==> src/rtl/fifo_enq_arbiter.sv <==
// Two-requester enqueue arbiter in front of a downstream FIFO enq port.
// Single holding register with bounded-burst alternating grant.
module fifo_enq_arbiter #(
   parameter int WIDTH    = 32,
   parameter int MAXBURST = 4
) (
   input  logic             CLK,
   input  logic             RST,
   input  logic             a_enq__ENA,
   input  logic [WIDTH-1:0] a_enq_v,
   output logic             a_enq__RDY,
   input  logic             b_enq__ENA,
   input  logic [WIDTH-1:0] b_enq_v,
   output logic             b_enq__RDY,
   output logic             fifo_enq__ENA,
   output logic [WIDTH-1:0] fifo_enq_v,
   input  logic             fifo_enq__RDY,
   output logic [15:0]      a_count,
   output logic [15:0]      b_count,
   output logic             grant
);

   typedef enum logic {
      GNT_A = 1'b0,
      GNT_B = 1'b1
   } grant_e;

   // burst+1 == MAXBURST rewritten as a compare against MAXBURST-1
   localparam logic [3:0] BurstLast = 4'(MAXBURST - 1);

   logic             hold_valid_q, hold_valid_d;
   logic [WIDTH-1:0] hold_data_q, hold_data_d;
   logic [3:0]       burst_q, burst_d;
   grant_e           grant_q, grant_d;
   logic [15:0]      a_count_q, a_count_d;
   logic [15:0]      b_count_q, b_count_d;

   logic space;
   logic drain;
   logic acc_a;
   logic acc_b;
   logic accept;

   // Holding slot is free, or it empties downstream this cycle
   assign space = !hold_valid_q || fifo_enq__RDY;
   assign drain = hold_valid_q && fifo_enq__RDY;

   assign a_enq__RDY = !RST && space && (grant_q == GNT_A);
   assign b_enq__RDY = !RST && space && (grant_q == GNT_B);

   assign acc_a  = a_enq__ENA && a_enq__RDY;
   assign acc_b  = b_enq__ENA && b_enq__RDY;
   assign accept = acc_a || acc_b;

   assign fifo_enq__ENA = !RST && drain;
   assign fifo_enq_v    = RST ? '0 : hold_data_q;
   assign a_count       = a_count_q;
   assign b_count       = b_count_q;
   assign grant         = (grant_q == GNT_B);

   // Next-state: holding slot, grant/burst pointer and accept counters
   always_comb begin
      hold_valid_d = hold_valid_q;
      hold_data_d  = hold_data_q;
      burst_d      = burst_q;
      grant_d      = grant_q;
      a_count_d    = a_count_q;
      b_count_d    = b_count_q;

      if (accept) begin
         hold_valid_d = 1'b1;
         hold_data_d  = acc_b ? b_enq_v : a_enq_v;
      end else if (drain) begin
         hold_valid_d = 1'b0;
      end

      if (space) begin
         if (!accept || (burst_q == BurstLast)) begin
            grant_d = (grant_q == GNT_A) ? GNT_B : GNT_A;
            burst_d = '0;
         end else begin
            burst_d = burst_q + 4'd1;
         end
      end

      if (acc_a) a_count_d = a_count_q + 16'd1;
      if (acc_b) b_count_d = b_count_q + 16'd1;
   end

   // State register with synchronous reset that also discards a held item
   always_ff @(posedge CLK) begin
      if (RST) begin
         hold_valid_q <= 1'b0;
         hold_data_q  <= '0;
         burst_q      <= '0;
         grant_q      <= GNT_A;
         a_count_q    <= '0;
         b_count_q    <= '0;
      end else begin
         hold_valid_q <= hold_valid_d;
         hold_data_q  <= hold_data_d;
         burst_q      <= burst_d;
         grant_q      <= grant_d;
         a_count_q    <= a_count_d;
         b_count_q    <= b_count_d;
      end
   end

endmodule

==> config.mk <==
export PLATFORM = sky130hd
export DESIGN_NAME = fifo_enq_arbiter
export DESIGN_NICKNAME = d
export VERILOG_FILES = /design/src/rtl/fifo_enq_arbiter.sv
export SDC_FILE = /design/constraint.sdc
export NUM_CORES = 1
export LEC_CHECK = 0
export ABC_AREA = 1
export CORE_MARGIN = 2
export CORE_UTILIZATION = 37
export CTS_CLUSTER_DIAMETER = 100
export CTS_CLUSTER_SIZE = 28
export DETAILED_ROUTE_END_ITERATION = 10
export HOLD_SLACK_MARGIN = 0.15
export PLACE_DENSITY = 0.79
export SLEW_MARGIN = 20
export SYNTH_ARGS = -nofsm -noshare
export SYNTH_HDL_FRONTEND = slang
export SYNTH_SLANG_ARGS = --single-unit
==> constraint.sdc <==
create_clock -name CLK -period 1.9 [get_ports CLK]
set_input_delay 0.285 -clock CLK [delete_from_list [all_inputs] [get_ports CLK]]
set_output_delay 0.285 -clock CLK [all_outputs]
set_load 0.02 [all_outputs]
==> metrics.csv <==
stage,metric,value,unit
yosys,post-synthesis sequential area ratio,38.3,%
yosys,Ys Warns,0,
finish,share of cells above drive strength 1,7.61,%
finish,"most common cell after layout, fill and taps aside",clkdlybuf4s50_1,
worst_setup_path,Crit path depth,4,
sta,f_max,0.568,GHz
finish,synthesis-to-layout area growth,46.1,%
route,First-pass DRT Iterations,5,
worst_setup_path,Worst Path Required,1.62,ns
yosys,Synthesized Nets,605,
status,outcome,finished clean,
grt,largest net degree at the start of global routing,44,
clocking,worst skew pair latency,0.35,ns
die,Die Span Y,103,um
sta,Final WS setup,0.140,ns
route,Avg Vias per Cell,4.85,
grt,via count of the first global-routing pass,3593,
die,Initial Util,37.8,%
sta,Final Cycle Share,92.6,%
placement,DP Area,0.00510,mm2
placement,IO buf count,136,
finish,Finished Cell Area,0.00534,mm2
clocking,CTS Hold Bufs,0,
power_and_ir_drop,PwrDens,712,mW/mm2
placement,dpl hpwl,7550,um
finish,Final Net Count,738,
die,core footprint,0.00968,mm2
worst_setup_path,R2R cell count,7,
power_and_ir_drop,LEAKAGE,2.11,nW
sta,slew margin rel.,71.1,%
sta,Final Skew,0.0102,ns
route,DR iter-0 viols,122,
clocking,CTS Root Cell,clkbuf_8,
worst_setup_path,CP max FO,30,
grt,initial antenna violation count,0,
sta,final-report max-slew violation count,0,
min_path,Worst Hold Class,input pin to flop,
grt,Total GRT Usage,20.2,%
clocking,Clock transition at path regs,0.07,ns
die,die area,0.0107,mm2
clocking,H-tree depth,3,
yosys,Syn Inst Count,533,
worst_setup_path,delay of the slowest critical-path stage,0.66,ns
finish,# diodes,0,
yosys,"area leader, netlist",dfxtp_1,
finish,fillers,917,
yosys,Seq cells post-synth,70,
clocking,CTS tree,done,
power_and_ir_drop,Tot Pwr,0.00380,W
yosys,post-synth cell types,31,
worst_setup_path,worst path cell trace,"buf_2, buf_12, nor2_1, clkdlybuf4s50_1",
power_and_ir_drop,Peak VDD IR,405,uV
grt,grt ovf,0,
worst_setup_path,CP Capture Type,primary output,
sta,WHS,0.243,ns
die,Die X,103,um
clocking,clk buf depth,2,
worst_setup_path,startpoint types,input pin,
route,wire per inst,13.0,um
placement,Final GP Congestion,0.842,
route,routed wire length,10400,um
worst_setup_path,CP bufs+invs,3,
sta,setup TNS,0,ns
route,Detail Route Antenna Nets,0,
yosys,ranking of synthesized cells by area,"dfxtp_1, nor2_1, o21ai_1, nand2_1, nand3_1",
min_path,Hold Path Cell Cnt,2,
die,row count,36,
clocking,CTS sink cnt,70,
route,via count,3896,
placement,pre-CTS setup slack,-0.0803,ns
worst_setup_path,CP arrival,1.48,ns
sta,Final Hold Fails,0,
clocking,buffer count from post-CTS setup fixing,0,
die,# IOs,137,
sta,Slew @ Worst Pin,0.434,ns
sta,RSZ-0062 raised after global routing,no,
yosys,synthesized cell area,0.00366,mm2
finish,"commonest cells after routing, fill and taps aside","clkdlybuf4s50_1, nor2_1, nand2_1",
finish,multi-input logic area,0.00179,mm2
finish,sequential cell area,0.00140,mm2
worst_setup_path,slowest CP cell,clkdlybuf4s50_1,
yosys,synthesized area per cell,6.86,um2
yosys,Yosys top cell area share,38.3,%
sta,# setup viols final,0,
route,detailed-route DRC error count,0,
worst_setup_path,critical path type,input pin to primary output,
sta,minimum clock period,1.76,ns
grt,first-pass GRT wire length,16800,um
clocking,TritonCTS Buffers,9,
flow_run,max-cap violations,0,
worst_setup_path,"delay-heaviest family, CP",buffers and inverters,
-- synth_stat cells, drive strengths merged --
master / number
nor2: 123
nand2: 76
dfxtp: 70
inv: 70
o21ai: 69
nand3: 51
buf: 24
a21oi: 19
nand4: 10
nor3: 8
xnor2: 4
ha: 3
xor2: 3
clkbuf: 2
or2: 1
-- final cells by class --
type	instances	share of cell area, %
clock buffer	9	2.32
clock inverter	6	2.08
inverter	70	4.92
multi-input combinational	367	33.5
sequential	70	26.3
tap	133	3.12
timing repair buffer	148	27.8
-- timing repair --
action | CTS | global route
gates cloned | 0 | 0
gates resized for setup | 3 | 1
endpoints found under the setup margin | 2 | 1
-- metal layers --
layer  part of all wire (%)  track usage (%)
met3                    4.1             4.30
met5                      0                0
met4                    3.0             9.41
met2                     52             35.6
met1                     41             23.2
-- cell families (layout without fill, tap and decap cells) --
group	Yosys count	count (layout)	share of synthesized area (%)
simple gates	269	269	33.9
buf+inv	96	233	12.7
compound gates	88	88	12.4
flops	70	70	38.3
xor+xnor	7	7	1.68
fa+ha+maj	3	3	1.03
-- state kept, by name, indices dropped and copies added (netlist names) --
register and count:
a_count 16, b_count 16, burst_q 4, grant 1
hold_data_q 32, hold_valid_q 1
-- stage by stage --
step / utilization, % / instances
6_report: 55.2 / 803
5_1_grt: 55.2 / 803
4_1_cts: 55.1 / 803
3_5_place_dp: 52.7 / 788
3_3_place_gp: 52.7 / 788
2_1_floorplan: - / 533
-- final timing paths --
kind | from | to | slack [ns]
setup / recovery | RST | fifo_enq_v[31] | 0.14
hold / removal | RST | b_count[1]$_SDFFE_PP0N_ | 0.24
setup reg to reg | hold_valid_q$_SDFFE_PP0P_ | burst_q[0]$_SDFFE_PP0N_ | 0.42
hold reg to reg | burst_q[1]$_SDFFE_PP0N_ | burst_q[1]$_SDFFE_PP0N_ | 0.49
-- power by group --
part	switching [W]	internal, W
combinational	0.000390	0.000358
clock	0.000576	0.000865
sequential	0.0000402	0.00157
No activity file was read; power rests on OpenSTA's default activity.
